File: config.mk
export PLATFORM = sky130hd
export DESIGN_NAME = gol_frame_reader
export DESIGN_NICKNAME = d
export VERILOG_FILES = /design/src/rtl/gol_frame_reader.sv
export SDC_FILE = /design/constraint.sdc
export NUM_CORES = 1
export LEC_CHECK = 0
export ABC_CLOCK_PERIOD_IN_PS = 4870
export CAP_MARGIN = 20
export CORE_ASPECT_RATIO = 1.4
export CORE_UTILIZATION = 56
export CTS_CLUSTER_SIZE = 14
export DETAILED_ROUTE_END_ITERATION = 10
export GPL_ROUTABILITY_DRIVEN = 0
export PLACE_DENSITY = 0.8
export SLEW_MARGIN = 30
export SYNTH_ARGS = -nofsm -noshare
export SYNTH_HDL_FRONTEND = slang
export SYNTH_SLANG_ARGS = --single-unit
File: constraint.sdc
create_clock -name clk -period 4.87 [get_ports clk]
set_clock_uncertainty 0.1 [all_clocks]
set_input_delay 0.974 -clock clk [delete_from_list [all_inputs] [get_ports clk]]
set_output_delay 0.974 -clock clk [all_outputs]
set_load 0.01 [all_outputs]
File: src/rtl/gol_frame_reader.sv
// rtl/gol_frame_reader.sv - Game of Life frame read-out engine: grid memory words to a pixel stream
module gol_frame_reader #(
  parameter int          WIDTH       = 640,
  parameter int          HEIGHT      = 480,
  parameter int          WORD_W      = 32,
  parameter logic [23:0] ALIVE_COLOR = 24'hFFFFFF,
  parameter logic [23:0] DEAD_COLOR  = 24'h000000,
  parameter int          ADDR_W      = $clog2(HEIGHT*WIDTH/WORD_W)
) (
  input  logic              clk,
  input  logic              reset,
  input  logic              start,
  output logic              busy,
  output logic              done,
  output logic              mem_rd_en,
  output logic [ADDR_W-1:0] mem_addr,
  input  logic [WORD_W-1:0] mem_rdata,
  output logic              pix_valid,
  input  logic              pix_ready,
  output logic [23:0]       pix_data,
  output logic              pix_sof,
  output logic              pix_eol
);

  localparam int TOTAL_WORDS = HEIGHT*WIDTH/WORD_W;
  localparam int CNT_W = ADDR_W + 1;
  localparam int XW = $clog2(WIDTH);
  localparam int YW = $clog2(HEIGHT);
  localparam int BW = $clog2(WORD_W);
  localparam logic [CNT_W-1:0] LAST_CNT = CNT_W'(TOTAL_WORDS);
  localparam logic [XW-1:0]    X_LAST   = XW'(WIDTH-1);
  localparam logic [YW-1:0]    Y_LAST   = YW'(HEIGHT-1);
  localparam logic [BW-1:0]    B_LAST   = BW'(WORD_W-1);

  typedef enum logic [1:0] {IDLE, STREAM, FINISH} state_t;
  state_t state, state_next;

  // pix_valid doubles as "active shift word present"; pend_* is the look-ahead word.
  logic [CNT_W-1:0]  rd_cnt, rd_cnt_n;
  logic [ADDR_W-1:0] addr_n;
  logic              rd_ret;
  logic [1:0]        slots, slots_n, slots_after;
  logic [WORD_W-1:0] act_word, act_word_n, pend_word, pend_word_n;
  logic              pend_valid, pend_valid_n, pix_valid_n;
  logic [BW-1:0]     bit_idx, bit_n;
  logic [XW-1:0]     x, x_n;
  logic [YW-1:0]     y, y_n;
  logic [23:0]       pix_data_n;
  logic              pix_sof_n, pix_eol_n;
  logic              handshake, word_done, last_pix, start_go, issue;

  assign handshake   = pix_valid && pix_ready;
  assign word_done   = handshake && (bit_idx == B_LAST);
  assign last_pix    = handshake && (x == X_LAST) && (y == Y_LAST);
  assign start_go    = (state == IDLE) && start;
  // slots = buffered words + reads in flight, counted after this cycle's consumption
  assign slots_after = slots - {1'b0, word_done};

  // State register
  always_ff @(posedge clk or posedge reset) begin
    if (reset) state <= IDLE;
    else       state <= state_next;
  end

  // Next-state: frame request, last pixel accepted, one-cycle finish
  always_comb begin
    state_next = state;
    case (state)
      IDLE:    if (start) state_next = STREAM;
      STREAM:  if (last_pix) state_next = FINISH;
      FINISH:  state_next = IDLE;
      default: state_next = IDLE;
    endcase
  end

  // Datapath next values: read issue, word buffer, shift position and raster counters
  always_comb begin
    issue        = 1'b0;
    addr_n       = mem_addr;
    rd_cnt_n     = rd_cnt;
    slots_n      = slots;
    act_word_n   = act_word;
    pix_valid_n  = pix_valid;
    pend_word_n  = pend_word;
    pend_valid_n = pend_valid;
    bit_n        = bit_idx;
    x_n          = x;
    y_n          = y;
    if (start_go) begin
      issue        = 1'b1;
      addr_n       = '0;
      rd_cnt_n     = CNT_W'(1);
      slots_n      = 2'd1;
      pix_valid_n  = 1'b0;
      pend_valid_n = 1'b0;
      bit_n        = '0;
      x_n          = '0;
      y_n          = '0;
    end else if (state == STREAM) begin
      issue = (slots_after < 2'd2) && (rd_cnt < LAST_CNT);
      if (issue) begin
        addr_n   = rd_cnt[ADDR_W-1:0];
        rd_cnt_n = rd_cnt + CNT_W'(1);
      end
      slots_n = slots_after + {1'b0, issue};
      if (handshake) begin
        bit_n = word_done ? '0 : bit_idx + BW'(1);
        if (x == X_LAST) begin
          x_n = '0;
          y_n = (y == Y_LAST) ? '0 : y + YW'(1);
        end else begin
          x_n = x + XW'(1);
        end
      end
      // Pending word takes over in the same cycle the last bit is accepted
      if (word_done) begin
        act_word_n   = pend_word;
        pix_valid_n  = pend_valid;
        pend_valid_n = 1'b0;
      end
      if (rd_ret) begin
        if (!pix_valid_n) begin
          act_word_n  = mem_rdata;
          pix_valid_n = 1'b1;
        end else begin
          pend_word_n  = mem_rdata;
          pend_valid_n = 1'b1;
        end
      end
    end
    pix_data_n = pix_valid_n ? (act_word_n[bit_n] ? ALIVE_COLOR : DEAD_COLOR) : 24'h0;
    pix_sof_n  = pix_valid_n && (x_n == '0) && (y_n == '0);
    pix_eol_n  = pix_valid_n && (x_n == X_LAST);
  end

  // Register every output and datapath value; reset drops any in-flight read return
  always_ff @(posedge clk or posedge reset) begin
    if (reset) begin
      busy       <= 1'b0;
      done       <= 1'b0;
      mem_rd_en  <= 1'b0;
      mem_addr   <= '0;
      rd_cnt     <= '0;
      rd_ret     <= 1'b0;
      slots      <= '0;
      act_word   <= '0;
      pend_word  <= '0;
      pend_valid <= 1'b0;
      bit_idx    <= '0;
      x          <= '0;
      y          <= '0;
      pix_valid  <= 1'b0;
      pix_data   <= '0;
      pix_sof    <= 1'b0;
      pix_eol    <= 1'b0;
    end else begin
      busy       <= (state_next == STREAM);
      done       <= (state_next == FINISH);
      mem_rd_en  <= issue;
      mem_addr   <= addr_n;
      rd_cnt     <= rd_cnt_n;
      rd_ret     <= mem_rd_en;
      slots      <= slots_n;
      act_word   <= act_word_n;
      pend_word  <= pend_word_n;
      pend_valid <= pend_valid_n;
      bit_idx    <= bit_n;
      x          <= x_n;
      y          <= y_n;
      pix_valid  <= pix_valid_n;
      pix_data   <= pix_data_n;
      pix_sof    <= pix_sof_n;
      pix_eol    <= pix_eol_n;
    end
  end

endmodule
==> results.cfg, run 1 <==
[die]
die_area_mm2 = 0.01205
initial_core_util_pct = 57.33
die_x_um = 93.06
num_rows = 46
die_y_um = 129.5
coreArea_mm2 = 0.01134
io_pins = 80

[route]
first_pass_iters = 7
drtAntennaViolNets = 0
wire_per_inst_um = 19.44
remaining_drc_errors = 0
num_vias = 5120
wl_um = 15860
drt_iter0_drc = 379
avgViaCountPerCell = 6.275

[setup_path]
cp.arrival_ps = 3930
cp_max_fo = 16
slowest_stage = clkdlybuf4s50_1
endpoint_kind = flip-flop
cpPeakStageDelay_ps = 620
critPathLaunchType = input port
worstPathCellList = clkdlybuf4s50_1, and4b_1, mux2_2, nand2_2, inv_2, mux2_1, o2111ai_1, a211oi_1, nor4_2
critPathTopFamily = simple AND/OR/NAND/NOR gates
critical_path_class = in -> reg
cp.required_ps = 5090
critPathBufInv = 2

[clock_tree]
path_clk_slew_ps = 60
post_cts_buffers = 0
cts_hold_buf = 0
clkLatencyLatePin_ps = 420
cts_root_buf = clkbuf_16
cts_max_level = 4
cts_buffers = 17
clkSinkCount = 130
post_cts_resized = 0
cts_buffer_depth = 2
cts_tree = yes

[timing]
final-hold-violation-count = 0
relSlewSlack_pct = 44.23
period_share_pct = 76.16
timing.final.ws_setup_ps = 1161
tightest_slew_ps = 833.9
rsz0062_at_grt = no
setup_viol = 0
period_minus_slack_ps = 3709
tns_ps = 0
slew_viol_final = 0
timing.fmax_mhz = 269.6

[logic_synthesis]
yosys_warnings = 0
syn_nets = 649
synth_largest_area_cell = dfrtp_1
ys_seq_area_share_pct = 50.05
yosys-top-cells-area = dfrtp_1 (50%), mux2_2 (6.1%), buf_4 (3.1%)
avgSynthCellArea_um2 = 10.73
synth-main-ff-cell = dfrtp_1
synth.cell_area_mm2 = 0.006500
synth_edf_count = 0
synth_top_area_share_pct = 50.05
async_reset_ff_share_pct = 100.0
ys_seq_elements = 130
yosys.cell_types.count = 72
synthCells = 606

[layout]
final_common_cell = dfrtp_1
final_cell_mix = dfrtp_1 (130), clkdlybuf4s50_1 (79), nand2_1 (49)
diodes = 0
final_nets = 702
fin_cells = 816
final-seq-area_mm2 = 0.003253
drive_gt1_share_pct = 14.58
multi_input_area_mm2 = 0.002816
area_growth_pct = 20.81
post-route-util_pct = 69.26
n_fill_cell = 818

[place]
io_buffer_count = 79
dp.cells = 784
dp_slack_ps = 776.8
dp_hpwl_um = 10700

[power]
ir_drop_v = 0.0002965
p_sw_share_pct = 32.67
pwr-share-comb_pct = 33.2
seqPwrFrac_pct = 37.1
power.internal_mw = 3.089
leakage_nw = 3.416
clkPwrFrac_pct = 29.7
switchingPower_mw = 1.499
p_per_area_mw_per_mm2 = 584.2

[global_routing]
grt_first_pass_wirelength_um = 26190
grtUsageTotal_pct = 28.24
grt_pass1_vias = 5291
antenna_found_initial = 0
grt_max_degree = 68
grt-ovfl-total = 0

[min_path]
hp-class = reg -> reg

[run_status]
status = finished, final reports clean

[run]
max-cap-violations = 0
registers in the layout (all words and copies together), names as in the netlist:
name / count
act_word: 32
bit_idx: 5
busy: 1
done: 1
mem_addr: 14
mem_rd_en: 1
pend_valid: 1
pend_word: 32
pix_data: 1
pix_eol: 1
pix_sof: 1
pix_valid: 1
rd_cnt: 15
rd_ret: 1
slots: 2
state: 2
x: 10
y: 9
synth_stat cells, drive strengths merged, types with 5 or more instances:
cell / instances
a211oi: 6
a21oi: 17
a221o: 11
a222oi: 10
a22o: 16
a22oi: 7
a31oi: 6
and2: 7
and3: 14
and4: 12
buf: 41
clkbuf: 17
dfrtp: 130
ha: 7
inv: 19
mux2: 36
nand2: 50
nand3: 17
nand3b: 6
nand4: 19
nor2: 44
nor3: 12
nor4: 9
o21ai: 16
or3: 5
xnor2: 7
xor2: 11
power by group through the flow:
stage	Clock (mW)	Sequential [mW]	Combinational, mW
global placement	0	1.69	1.45
global route	1.43	1.74	1.65
detailed placement	0	1.70	1.50
floorplan	0	1.64	1.10
CTS	1.38	1.69	1.52
finish	1.36	1.70	1.52
path summary, 6_finish.rpt:
| kind | start | end | slack [ps] | depth (start not counted) |
|---|---|---|---|---|
| max | pix_ready | pix_data[22] | 1160 | 9 |
| min | mem_rd_en | rd_ret | 300 | 0 |
| max reg2reg | bit_idx[0] | pix_data[22] | 1300 | 11 |
| min reg2reg | mem_rd_en | rd_ret | 300 | 0 |
| max in group asynchronous | reset | pend_word[3] | 2830 | 3 |
| min in group asynchronous | reset | mem_addr[3] | 990 | 2 |
area by class of cell:
type,count,area share (%)
Clock buffer,20,5.816
Tap cell,144,2.294
Multi-Input combinational cell,398,35.87
Timing Repair Buffer,92,11.31
Sequential cell,130,41.43
Clock inverter,12,2.294
Inverter,20,0.9879
stage by stage:
step / hold WS (ps) / cell area (um2) / power (mW)
floorplan: 316.0 / 6500 / 2.744
global placement: 294.7 / 7216 / 3.136
detailed placement: 290.9 / 7216 / 3.206
CTS: 307.3 / 7853 / 4.594
global route: 307.8 / 7853 / 4.816
finish: 299.3 / 7853 / 4.588
worst register-to-register path, stage by stage (launching register included):
cell	delay (ps)
dfrtp_1	420
ha_1	250
and3_1	180
ha_1	310
nand3b_1	250
a211oi_4	790
buf_4	280
a222oi_1	100
and2_1	230
a211oi_1	230
a211oi_1	90
nor4_2	230
routing by layer:
layer  part of all wire, %  GRT usage, %  wire (um)
met1                    38         32.04       6087
met2                    53         50.69       8449
met3                   4.9         5.869        785
met4                   3.4         13.03        538
met5                     0             0          0
kinds of logic after synthesis:
kind of cell    count (synthesis)  share of synthesized area [%]
compound gates                119                          14.55
flops                         130                          50.05
buf+inv                        78                          6.621
simple gates                  216                          18.46
fa+ha+maj                       7                          1.347
xor+xnor                       18                          2.425
mux                            38                          6.545
No activity file was read; power rests on OpenSTA's default activity.
==> run 2: changes to the inputs <==
--- a/config.mk
+++ b/config.mk
@@ -5,14 +5,14 @@
 export SDC_FILE = /design/constraint.sdc
 export NUM_CORES = 1
 export LEC_CHECK = 0
-export ABC_CLOCK_PERIOD_IN_PS = 4870
+export ABC_CLOCK_PERIOD_IN_PS = 3200
 export CAP_MARGIN = 20
 export CORE_ASPECT_RATIO = 1.4
-export CORE_UTILIZATION = 56
+export CORE_UTILIZATION = 51
 export CTS_CLUSTER_SIZE = 14
 export DETAILED_ROUTE_END_ITERATION = 10
 export GPL_ROUTABILITY_DRIVEN = 0
-export PLACE_DENSITY = 0.8
+export PLACE_DENSITY = 0.77
 export SLEW_MARGIN = 30
 export SYNTH_ARGS = -nofsm -noshare
 export SYNTH_HDL_FRONTEND = slang
==> constraint.sdc (replaced) <==
create_clock -name clk -period 3.2 [get_ports clk]
set_clock_uncertainty 0.1 [all_clocks]
set_input_delay 0.64 -clock clk [delete_from_list [all_inputs] [get_ports clk]]
set_output_delay 0.64 -clock clk [all_outputs]
set_load 0.01 [all_outputs]
==> run 2 against run 1 <==
Net effect:
- hold slack worse by 2.6 ps
- via count up 1.1%
- count of clock-buffer cells in the layout up 4
- sequential power up 51%
- power up 53%
- setup slack worse by 1000 ps
- register-to-register slack worse by 1100 ps
- cell count up 4.7%
- critical path depth up 3
- critical endpoint is now rd_cnt[7]
==> results.cfg, run 2 (synthesized netlist as in run 1, its figures left out) <==
[layout]
final_cell_area_mm2 = 0.008133
diodes = 0
post-route-util_pct = 65.74
area_growth_pct = 25.12
n_fill_cell = 922
reg.largest.list = act_word: 32 flops, pend_word: 32 flops, rd_cnt: 15 flops
final_common_cell = dfrtp_1
fin_cells = 854
final_nets = 737
drive_gt1_share_pct = 18.61
final_cell_mix = dfrtp_1 (130), clkdlybuf4s50_1 (79), nand2_1 (49)

[route]
wire_per_inst_um = 18.54
drtAntennaViolNets = 0
avgViaCountPerCell = 6.060
wl_um = 15840
num_vias = 5175
remaining_drc_errors = 0
first_pass_iters = 4
drt_iter0_drc = 230

[power]
p_per_area_mw_per_mm2 = 864.1
ir_drop_v = 0.0004258
leakage_nw = 3.595
power_mw = 7.028

[timing]
relSlewSlack_pct = 59.90
setup_viol = 0
slew_viol_final = 0
timing.fmax_mhz = 328.9
rsz0062_at_grt = no
tightest_slew_ps = 601.5
period_minus_slack_ps = 3041
period_share_pct = 95.02
tns_ps = 0
final-hold-violation-count = 0

[place]
placed_cell_area_mm2 = 0.007542
dp.cells = 824
io_buffer_count = 79
dp_hpwl_um = 11000

[clock_tree]
cts_tree = yes
cts_hold_buf = 0
path_clk_slew_ps = 60
clkSinkCount = 130
cts_max_level = 4
cts_buffer_depth = 2
cts_buffers = 17
cts_root_buf = clkbuf_16
clkLatencyLatePin_ps = 410

[global_routing]
grt_max_degree = 78
grt_first_pass_wirelength_um = 26510
grtUsageTotal_pct = 25.49
antenna_found_initial = 0
grt_pass1_vias = 5321
grt-ovfl-total = 0

[setup_path]
critPathLaunchType = flip-flop
endpoint_kind = flip-flop
cp.arrival_ps = 3240
cp_max_fo = 10
critical_path_class = reg -> reg
cp.required_ps = 3400

[die]
num_rows = 48
coreArea_mm2 = 0.01237
die_y_um = 135.6
initial_core_util_pct = 52.54
io_pins = 80
die_area_mm2 = 0.01321
die_x_um = 97.41

[min_path]
hp-class = reg -> reg

[run_status]
status = finished, final reports clean

[run]
max-cap-violations = 0
-- run 2: cell count changes in the layout (fill, tap and decap cells not counted), moves of 2 or more --
cell,before,now
buf_4,13,42
clkbuf_8,2,4
buf_12,0,5
clkbuf_1,1,3
bufinv_16,4,2
clkinvlp_4,5,2
-- run 2: worst paths after layout --
kind | start | to | slack (ps) | depth (start not counted)
setup reg to reg | bit_idx[1] | rd_cnt[7] | 160 | 12
max in group asynchronous | reset | act_word[19] | 1710 | 3
setup / recovery | bit_idx[1] | rd_cnt[7] | 160 | 12
min in group asynchronous | reset | pend_word[4] | 490 | 2
hold reg to reg | mem_rd_en | rd_ret | 300 | 0
hold / removal | mem_rd_en | rd_ret | 300 | 0
-- run 2: layer usage --
metal  vias up  part of all wire (%)  track usage, %
met5         -                     0               0
met4         0                   2.9           11.44
met3        33                   4.6           5.366
met2       172                    53           44.72
met1      2580                    40           30.07
li1       2390                     -               -
-- run 2: cell type report --
cell class                 count  area [um2]  share of cell area [%]
sequential                   130        3253                   40.00
multi-input combinational    398        2826                   34.75
timing repair buffer         127        1217                   14.97
clock buffer                  24       491.7                   6.046
tap                          150       187.7                   2.308
inverter                      20       78.83                  0.9692
clock inverter                 5       77.57                  0.9538
-- run 2: through the flow --
step | setup slack, ps | hold slack, ps
2_1_floorplan | 191.3 | 316.0
3_3_place_gp | -58.67 | 289.1
3_5_place_dp | -160.9 | 287.3
4_1_cts | 58.99 | 299.6
5_1_grt | 14.18 | 314.2
6_report | 159.5 | 296.6
-- run 2: timing repair --
item                       CTS  global route
buffers inserted             0             1
setup endpoints to repair    0             9
gates resized for setup      0             5
-- run 2: where the power goes --
group / leakage, nW / total, mW / switching, mW / internal (mW)
logic: 1.73 / 2.59 / 1.20 / 1.39
registers: 1.59 / 2.57 / 0.390 / 2.18
clock network: 0.278 / 1.87 / 0.660 / 1.21
total: 3.59 / 7.03 / 2.25 / 4.78
-- run 2: worst max-delay path: stages (launching register included) --
cell,delay [ps]
dfrtp_1,390
ha_1,200
and3_1,190
ha_1,210
and3_1,230
ha_1,230
xor2_1,200
a2111oi_2,400
o21bai_2,150
buf_12,160
nor3_1,250
xnor2_1,160
nor2_1,50
